==> src/rtl/keypad_mode_ctrl.sv <==
// Purpose : keypad mode/operand-entry controller; turns scanner presses into a
//           STOPWATCH/ENTER_X/ENTER_Y/RESULT mode FSM, accumulates binary operands,
//           latches the operator and issues one-cycle command/start pulses.
// Latency : a press first sampled at edge N updates state/outputs at edge N+1;
//           pulses are high from N+1 to N+2.
// Backpressure: none; every key edge is acted on, and a held key is a single event.
//
// Ports:
//   i_clk           system clock, rising edge
//   i_rst           asynchronous reset, active-high
//   i_key_valid     scanner "pressed" level, high while a key is held
//   i_key_code[3:0] scanner key code, valid while i_key_valid=1
//   o_mode[1:0]     0=STOPWATCH 1=ENTER_X 2=ENTER_Y 3=RESULT
//   o_x[W-1:0]      operand X (binary)
//   o_y[W-1:0]      operand Y (binary)
//   o_op[1:0]       0=ADD 1=SUB 2=MUL 3=DIV
//   o_led_x         X confirmed
//   o_led_y         Y confirmed
//   o_calc_start    1-cycle pulse: operands/op valid, start calculator
//   o_sw_cmd_valid  1-cycle pulse: key forwarded to stopwatch
//   o_sw_cmd[3:0]   last forwarded key code
module keypad_mode_ctrl #(
    parameter int DIGITS       = 2,
    parameter int W            = 7,
    parameter int IDLE_TIMEOUT = 0
) (
    input  logic         i_clk,
    input  logic         i_rst,
    input  logic         i_key_valid,
    input  logic [3:0]   i_key_code,
    output logic [1:0]   o_mode,
    output logic [W-1:0] o_x,
    output logic [W-1:0] o_y,
    output logic [1:0]   o_op,
    output logic         o_led_x,
    output logic         o_led_y,
    output logic         o_calc_start,
    output logic         o_sw_cmd_valid,
    output logic [3:0]   o_sw_cmd
);

    typedef enum logic [1:0] {
        ST_SW  = 2'd0,
        ST_EX  = 2'd1,
        ST_EY  = 2'd2,
        ST_RES = 2'd3
    } state_t;

    localparam int CW = $clog2(DIGITS + 1);
    // The idle counter only ever holds 0..IDLE_TIMEOUT-1.
    localparam int IW = (IDLE_TIMEOUT > 1) ? $clog2(IDLE_TIMEOUT) : 1;
    localparam bit IDLE_EN = (IDLE_TIMEOUT > 0);
    localparam logic [CW-1:0] CNT_FULL  = CW'(DIGITS);
    localparam logic [IW-1:0] IDLE_LAST = IW'((IDLE_TIMEOUT > 0) ? IDLE_TIMEOUT - 1 : 0);

    // v*10 + d using shifts, truncated to W bits.
    function automatic logic [W-1:0] f_acc(input logic [W-1:0] v, input logic [3:0] d);
        return (v << 3) + (v << 1) + W'(d);
    endfunction

    // key history
    logic          r_kv_q;
    logic          r_kv_qq;
    logic [3:0]    r_kc_q;

    // architectural state
    state_t        r_state;
    logic [W-1:0]  r_x;
    logic [W-1:0]  r_y;
    logic [1:0]    r_op;
    logic          r_led_x;
    logic          r_led_y;
    logic          r_calc_start;
    logic          r_sw_cmd_valid;
    logic [3:0]    r_sw_cmd;
    logic [CW-1:0] r_cnt;
    logic [IW-1:0] r_idle;

    // next-state values
    state_t        w_state_n;
    logic [W-1:0]  w_x_n;
    logic [W-1:0]  w_y_n;
    logic [1:0]    w_op_n;
    logic          w_led_x_n;
    logic          w_led_y_n;
    logic          w_calc_start_n;
    logic          w_sw_cmd_valid_n;
    logic [3:0]    w_sw_cmd_n;
    logic [CW-1:0] w_cnt_n;
    logic [IW-1:0] w_idle_n;

    // key decode
    logic          w_key_evt;
    logic          w_is_digit;
    logic          w_is_op;
    logic          w_is_enter;
    logic [1:0]    w_op_code;

    assign w_key_evt  = r_kv_q & ~r_kv_qq;
    assign w_is_digit = (r_kc_q < 4'd10);
    assign w_is_op    = (r_kc_q >= 4'd10) && (r_kc_q <= 4'd13);
    assign w_is_enter = (r_kc_q == 4'd14);
    // codes 10..13 map to 0..3: low two bits minus 2, modulo 4
    assign w_op_code  = r_kc_q[1:0] - 2'd2;

    always_ff @(posedge i_clk or posedge i_rst) begin
        if (i_rst) begin
            r_kv_q         <= 1'b0;
            r_kv_qq        <= 1'b0;
            r_kc_q         <= 4'd0;
            r_state        <= ST_SW;
            r_x            <= '0;
            r_y            <= '0;
            r_op           <= 2'd0;
            r_led_x        <= 1'b0;
            r_led_y        <= 1'b0;
            r_calc_start   <= 1'b0;
            r_sw_cmd_valid <= 1'b0;
            r_sw_cmd       <= 4'd0;
            r_cnt          <= '0;
            r_idle         <= '0;
        end else begin
            r_kv_q         <= i_key_valid;
            r_kv_qq        <= r_kv_q;
            r_kc_q         <= i_key_code;
            r_state        <= w_state_n;
            r_x            <= w_x_n;
            r_y            <= w_y_n;
            r_op           <= w_op_n;
            r_led_x        <= w_led_x_n;
            r_led_y        <= w_led_y_n;
            r_calc_start   <= w_calc_start_n;
            r_sw_cmd_valid <= w_sw_cmd_valid_n;
            r_sw_cmd       <= w_sw_cmd_n;
            r_cnt          <= w_cnt_n;
            r_idle         <= w_idle_n;
        end
    end

    always_comb begin
        w_state_n        = r_state;
        w_x_n            = r_x;
        w_y_n            = r_y;
        w_op_n           = r_op;
        w_led_x_n        = r_led_x;
        w_led_y_n        = r_led_y;
        w_calc_start_n   = 1'b0;
        w_sw_cmd_valid_n = 1'b0;
        w_sw_cmd_n       = r_sw_cmd;
        w_cnt_n          = r_cnt;
        w_idle_n         = r_idle;

        if (w_key_evt) begin
            case (r_state)
                ST_SW: begin
                    if (w_is_enter) begin
                        w_state_n = ST_EX;
                        w_x_n     = '0;
                        w_y_n     = '0;
                        w_cnt_n   = '0;
                        w_led_x_n = 1'b0;
                        w_led_y_n = 1'b0;
                        w_op_n    = 2'd0;
                    end else begin
                        w_sw_cmd_n       = r_kc_q;
                        w_sw_cmd_valid_n = 1'b1;
                    end
                end

                ST_EX: begin
                    if (w_is_digit) begin
                        // a full operand silently drops further digits
                        if (r_cnt < CNT_FULL) begin
                            w_x_n   = f_acc(r_x, r_kc_q);
                            w_cnt_n = r_cnt + CW'(1);
                        end
                    end else if (w_is_op) begin
                        w_op_n = w_op_code;
                    end else if (w_is_enter) begin
                        if (r_cnt != '0) begin
                            w_led_x_n = 1'b1;
                            w_cnt_n   = '0;
                            w_state_n = ST_EY;
                        end
                    end else begin
                        // CLEAR: first wipes the operand, second leaves entry mode
                        if (r_cnt != '0) begin
                            w_x_n   = '0;
                            w_cnt_n = '0;
                        end else begin
                            w_state_n = ST_SW;
                        end
                    end
                end

                ST_EY: begin
                    if (w_is_digit) begin
                        if (r_cnt < CNT_FULL) begin
                            w_y_n   = f_acc(r_y, r_kc_q);
                            w_cnt_n = r_cnt + CW'(1);
                        end
                    end else if (w_is_op) begin
                        w_op_n = w_op_code;
                    end else if (w_is_enter) begin
                        if (r_cnt != '0) begin
                            w_led_y_n      = 1'b1;
                            w_calc_start_n = 1'b1;
                            w_state_n      = ST_RES;
                        end
                    end else begin
                        if (r_cnt != '0) begin
                            w_y_n   = '0;
                            w_cnt_n = '0;
                        end else begin
                            // Back to X with the count saturated: X can be
                            // re-confirmed as-is, but new digits need a CLEAR first.
                            w_state_n = ST_EX;
                            w_led_x_n = 1'b0;
                            w_cnt_n   = CNT_FULL;
                        end
                    end
                end

                ST_RES: begin
                    if (w_is_enter) begin
                        w_state_n = ST_EX;
                        w_x_n     = '0;
                        w_y_n     = '0;
                        w_cnt_n   = '0;
                        w_led_x_n = 1'b0;
                        w_led_y_n = 1'b0;
                        w_op_n    = 2'd0;
                    end else if (!w_is_digit && !w_is_op) begin
                        w_state_n = ST_SW;
                        w_led_x_n = 1'b0;
                        w_led_y_n = 1'b0;
                    end
                end

                default: w_state_n = ST_SW;
            endcase
        end

        // Idle timer: a key event on the expiry edge takes priority and restarts it.
        if (IDLE_EN) begin
            if (w_key_evt || (w_state_n != r_state) || (r_state == ST_SW)) begin
                w_idle_n = '0;
            end else if (r_idle == IDLE_LAST) begin
                w_state_n = ST_SW;
                w_led_x_n = 1'b0;
                w_led_y_n = 1'b0;
                w_idle_n  = '0;
            end else begin
                w_idle_n = r_idle + IW'(1);
            end
        end
    end

    assign o_mode         = r_state;
    assign o_x            = r_x;
    assign o_y            = r_y;
    assign o_op           = r_op;
    assign o_led_x        = r_led_x;
    assign o_led_y        = r_led_y;
    assign o_calc_start   = r_calc_start;
    assign o_sw_cmd_valid = r_sw_cmd_valid;
    assign o_sw_cmd       = r_sw_cmd;

endmodule

==> config.mk <==
export PLATFORM = sky130hd
export DESIGN_NAME = keypad_mode_ctrl
export DESIGN_NICKNAME = d
export VERILOG_FILES = /design/src/rtl/keypad_mode_ctrl.sv
export SDC_FILE = /design/constraint.sdc
export NUM_CORES = 1
export LEC_CHECK = 0
export CAP_MARGIN = 30
export CORE_ASPECT_RATIO = 1.2
export CORE_MARGIN = 3
export CORE_UTILIZATION = 45
export CTS_CLUSTER_SIZE = 8
export DETAILED_ROUTE_END_ITERATION = 10
export PLACE_DENSITY_LB_ADDON = 0.2
export SETUP_SLACK_MARGIN = 0.4
export SYNTH_ARGS = -nofsm -noshare
export SYNTH_HDL_FRONTEND = slang
export SYNTH_SLANG_ARGS = --single-unit
==> constraint.sdc <==
create_clock -name i_clk -period 6.1 [get_ports i_clk]
set_input_delay 1.525 -clock i_clk [delete_from_list [all_inputs] [get_ports i_clk]]
set_output_delay 1.525 -clock i_clk [all_outputs]
set_load 0.02 [all_outputs]
==> impl_metrics.json, run 1 <==
{
  "status": "finished, final reports clean",
  "final_common_cell": "dfrtp_1",
  "antennaDiodeCount": 0,
  "clkLatencyLatePin_ns": 0.29,
  "via_per_inst": 5.76,
  "hp-class": "reg2reg",
  "power_frac_comb_pct": 48.8,
  "dr.pass1.iters": 4,
  "final_util_pct": 58.7,
  "syn_nets": 234,
  "start_kind": "flop",
  "ys_seq_area_share_pct": 39.6,
  "critPathTopFamily": "buffers and inverters",
  "cts_tree": "done",
  "die_area_um2": 5650,
  "root_buffer": "clkbuf_8",
  "fp.dieH_um": 81.7,
  "finalWeightedCongestion": 0.835,
  "max-cap-violations": 0,
  "track_usage_pct": 17.0,
  "wire_per_inst_um": 15.7,
  "crit_chain": "clkdlybuf4s50_1",
  "postCtsSetupBuffers": 0,
  "p_int_w": 0.000628,
  "syn_area_um2": 2150,
  "cts-root-to-sink-buffers": 2,
  "cts_resized": 0,
  "max-vdd-ir-drop_mv": 0.232,
  "postCtsHoldBufs": 0,
  "io_pins": 33,
  "cp.arrival_ns": 1.36,
  "area_growth_pct": 20.8,
  "p_leak_nw": 1.22,
  "slowest_delay_ns": 0.64,
  "netlist_instances": 202,
  "drive_above_1_share_pct": 9.01,
  "layout_min_cycle_time_ns": 2.88,
  "synth_top_cells_by_area": "dfrtp_1 40%, ha_1 12%, fa_1 3.7%, o211ai_1 3.5%, mux2_2 2.6%",
  "layout_common_cells": "34 x dfrtp_1, 32 x clkdlybuf4s50_1, 21 x ha_1, 13 x inv_1",
  "grt_max_degree": 35,
  "finalSetupTns_ns": 0,
  "swShare_pct": 39.1,
  "drt_iter0_drc": 105,
  "coreArea_um2": 4420,
  "hpwl_um": 3280,
  "cp_num_buf_inv": 1,
  "power_density_nw_per_um2": 397,
  "drv_slew": 0,
  "antenna_left": 0,
  "clock-sinks": 34,
  "yosys_warnings": 0,
  "ys_ff_latch": 34,
  "avgSynthCellArea_um2": 10.6,
  "crit_required_ns": 4.58,
  "power_frac_seq_pct": 31.4,
  "path_max_fanout": 4,
  "ys_types": 46,
  "switchingPower_w": 0.000403,
  "hold_viol": 0,
  "initial_core_util_pct": 48.6,
  "crit_path_end_kind": "output port",
  "worstMarginPinSlew_ns": 0.700,
  "fin_skew_ns": 0.00497,
  "yosys.area.top_type_share_pct": 39.6,
  "relSlewSlack_pct": 53.0,
  "synth_edf_count": 0,
  "grt_antenna_before_repair": 0,
  "setup_violations": 0,
  "gr-total-overflow": 0,
  "critPathSlowestCell": "clkdlybuf4s50_1",
  "grt_pass1_vias": 1631,
  "min_period_over_period_pct": 47.2,
  "fmax_mhz": 347,
  "die_w_um": 69.1,
  "yosysTopAreaCell": "dfrtp_1",
  "async_flop_share_pct": 100,
  "finalNetCount": 264,
  "ys.flop_type": "dfrtp_1",
  "portBuffers": 32,
  "num_rows": 26,
  "htreeDepth": 2,
  "p_clk_share_pct": 19.8,
  "grt_pass1_wl_um": 7670,
  "rsz0062_at_grt": "no",
  "clk_pin_slew_worst_paths_ns": 0.07,
  "cts_made_buffers": 5,
  "fillerInstances": 398,
  "drt_wl_total_um": 4540,
  "drc": 0,
  "vias": 1664,
  "path_class": "reg2out"
}
==> Yosys cell counts, drive strengths merged, types with 2 or more instances <==
cell type,count
buf,5
dfrtp,34
mux2,7
fa,4
ha,21
clkbuf,6
a22oi,2
or4,2
inv,13
mux2i,4
a31oi,2
nor2,8
o211ai,10
o21a,3
a21o,5
xnor2,6
nor3,4
o31ai,5
nand2b,2
nand2,11
xor2,5
nand3,4
a21oi,9
o21ai,11
nand4,2
==> area by class of cell <==
class,count,area (µm²),share of cell area [%]
well taps,56,70.1,2.70
clock inverters,3,40.0,1.54
flip-flops and latches,34,851,32.8
clock buffers,5,68.8,2.65
inverters,13,48.8,1.88
repair buffers,34,335,12.9
multi-input cells,144,1180,45.6
==> cells by family after synthesis <==
family          Yosys count  synth area share [%]
compound gates           57                  18.5
flops                    34                  39.6
buf+inv                  24                  5.36
mux                      11                  5.88
xor+xnor                 11                  4.48
fa+ha+maj                25                  15.9
simple gates             40                  10.2
==> final timing paths <==
check	from	to	slack, ns	cells after the start
max	o_y[0]$_DFFE_PP0P_	o_y[0]	3.22	1
min	r_kv_q$_DFF_PP0_	r_kv_qq$_DFF_PP0_	0.40	0
max reg2reg	r_kc_q[3]$_DFF_PP0_	o_x[6]$_DFFE_PP0P_	3.55	8
min reg2reg	r_kv_q$_DFF_PP0_	r_kv_qq$_DFF_PP0_	0.40	0
max in group asynchronous	i_rst	o_led_x$_DFFE_PP0P_	4.17	3
min in group asynchronous	i_rst	o_x[2]$_DFFE_PP0P_	1.63	3
==> layer usage <==
| layer | track usage, % | wire [µm] |
|---|---|---|
| met1 | 21.5 | 1980 |
| met2 | 29.2 | 2200 |
| met3 | 4.41 | 285 |
| met4 | 4.49 | 66 |
| met5 | 0 | 0 |
==> registers in the layout, summed over array words and instances, names as in the netlist, 2 cells and up <==
| name | cells |
|---|---|
| o_y | 7 |
| o_sw_cmd | 4 |
| o_mode | 2 |
| r_cnt | 2 |
| r_kc_q | 4 |
| o_op | 2 |
| o_x | 7 |
==> metrics by stage <==
| stage | cells | hold slack, ns | area (µm²) | power (W) | setup slack (ns) |
|---|---|---|---|---|---|
| 2_1_floorplan | 202 | 0.368 | 2150 | 0.000660 | 3.75 |
| 3_3_place_gp | 281 | 0.382 | 2490 | 0.000820 | 3.54 |
| 3_5_place_dp | 281 | 0.385 | 2490 | 0.000829 | 3.51 |
| 4_1_cts | 289 | 0.401 | 2600 | 0.00104 | 3.20 |
| 5_1_grt | 289 | 0.426 | 2600 | 0.00110 | 3.15 |
| 6_report | 289 | 0.395 | 2600 | 0.00103 | 3.22 |
==> power groups by stage <==
stage          Sequential [W]  Combinational [W]  Clock, W
4_1_cts              0.000325           0.000504  0.000208
3_3_place_gp         0.000329           0.000491         0
3_5_place_dp         0.000329           0.000500         0
2_1_floorplan        0.000377           0.000283         0
6_report             0.000324           0.000503  0.000204
5_1_grt              0.000333           0.000551  0.000217
Power figures use the tool's default switching activity.
==> inputs of run 2 (changes only) <==
clock period = 2.5 ns   (was 6.1 ns; I/O delays follow)
==> impl_metrics.json, run 2 (same netlist as run 1, synthesis figures left out) <==
{
  "io_pins": 33,
  "crit_required_ns": 2.69,
  "cts_tree": "done",
  "max-cap-violations": 0,
  "path_max_fanout": 7,
  "die_w_um": 69.1,
  "initial_core_util_pct": 48.6,
  "place_ws_ns": 0.232,
  "grt_pass1_wl_um": 7620,
  "crit_chain": "inv_2 > fa_1 > inv_2 > fa_2 > a21o_1 > a21oi_2 > xnor2_1 > o31ai_1",
  "finalSetupTns_ns": 0,
  "drv_slew": 0,
  "cts_made_buffers": 5,
  "max-vdd-ir-drop_mv": 0.505,
  "rsz0062_at_grt": "yes",
  "power_density_nw_per_um2": 941,
  "setup_violations": 0,
  "clkLatencyLatePin_ns": 0.29,
  "drt_wl_total_um": 4730,
  "finalNetCount": 275,
  "fin_skew_ns": 0.00873,
  "cp.arrival_ns": 2.29,
  "clk_pin_slew_worst_paths_ns": 0.07,
  "finalWeightedCongestion": 0.842,
  "die_area_um2": 5650,
  "antenna_left": 0,
  "portBuffers": 32,
  "p_leak_nw": 1.25,
  "antennaDiodeCount": 0,
  "coreArea_um2": 4420,
  "layout_common_cells": "32 x clkdlybuf4s50_1, 26 x dfrtp_1, 17 x ha_1, 12 x buf_4, 11 x nand2_1",
  "min_period_over_period_pct": 83.8,
  "area_growth_pct": 27.0,
  "htreeDepth": 2,
  "clock-sinks": 34,
  "status": "finished, final reports clean",
  "path_class": "reg2reg",
  "drc": 0,
  "slowest_delay_ns": 0.50,
  "relSlewSlack_pct": 70.3,
  "critPathSlowestCell": "fa_1",
  "worst_path_most_repeated_cell": "inv_2",
  "crit_path_end_kind": "flop",
  "start_kind": "flop",
  "fmax_mhz": 478,
  "worstMarginPinSlew_ns": 0.435,
  "postCtsHoldBufs": 0,
  "drt_iter0_drc": 64,
  "grt_antenna_before_repair": 0,
  "grt_pass1_vias": 1663,
  "gr-total-overflow": 0,
  "final_common_cell": "clkdlybuf4s50_1",
  "wire_per_inst_um": 15.8,
  "fillerInstances": 390,
  "grt_max_degree": 35,
  "hold_viol": 0,
  "dr.pass1.iters": 5,
  "layout_min_cycle_time_ns": 2.09,
  "via_per_inst": 5.66,
  "finalWorstSetupSlack_ns": 0.406,
  "fp.dieH_um": 81.7,
  "drive_above_1_share_pct": 22.5,
  "root_buffer": "clkbuf_8",
  "cts-root-to-sink-buffers": 2,
  "hpwl_um": 3320,
  "vias": 1697,
  "num_rows": 26,
  "track_usage_pct": 16.9,
  "hp-class": "reg2reg"
}
==> run 2: timing repair <==
item | CTS | global route
pin swaps | 3 | 5
gates resized for setup | 6 | 11
setup buffers | 3 | 5
endpoints found under the setup margin | 11 | 8
==> run 2: cell type report <==
class / count / area (µm²) / share of cell area [%]
Timing Repair Buffer: 45 / 414 / 15.2
Clock inverter: 2 / 12.5 / 0.458
Inverter: 13 / 48.8 / 1.79
Sequential cell: 34 / 861 / 31.5
Clock buffer: 6 / 82.6 / 3.02
Tap cell: 56 / 70.1 / 2.57
Multi-Input combinational cell: 144 / 1240 / 45.5
==> run 2: report_power, final <==
part,switching (W),internal (W)
sequential,0.000108,0.000686
combinational,0.000717,0.000637
clock,0.000199,0.000221
total,0.00102,0.00154
==> run 2: worst max-delay path, delay by kind of cell, from the launching register on <==
family / cells / cell delay (ns)
adders and majority gates: 2 / 0.86
AOI/OAI and AO/OA: 3 / 0.52
DFF: 1 / 0.44
buffers and inverters: 2 / 0.10
xor gates and xnor gates: 1 / 0.07
==> run 2: per-stage QoR <==
step           std cells  power (W)  cell area (µm²)  util, %  hold slack (ns)
6_report             300    0.00257             2730     61.7            0.403
5_1_grt              300    0.00276             2730     61.7            0.425
4_1_cts              295    0.00249             2660     60.1            0.408
3_5_place_dp         284    0.00204             2530     57.2            0.392
3_3_place_gp         284    0.00202             2530     57.2            0.387
2_1_floorplan        202    0.00162             2170        -            0.368
==> run 2: layer usage <==
metal	vias up	track usage (%)	share of wire, %
met5	-	0	0
met4	0	7.23	0.99
met3	6	3.79	4.2
met2	42	28.4	51
met1	833	21.0	43
li1	816	-	-
==> run 2: path summary, 6_finish.rpt <==
path                                      from                      end  slack, ns  cells after the start
min in group asynchronous                i_rst  o_sw_cmd[0]$_DFFE_PP0P_       0.72                      3
max reg2reg                r_kc_q[3]$_DFF_PP0_       o_x[6]$_DFFE_PP0P_       0.41                      8
min reg2reg                   r_kv_q$_DFF_PP0_        r_kv_qq$_DFF_PP0_       0.40                      0
min                           r_kv_q$_DFF_PP0_        r_kv_qq$_DFF_PP0_       0.40                      0
max                        r_kc_q[3]$_DFF_PP0_       o_x[6]$_DFFE_PP0P_       0.41                      8
max in group asynchronous                i_rst       o_y[2]$_DFFE_PP0P_       1.45                      3
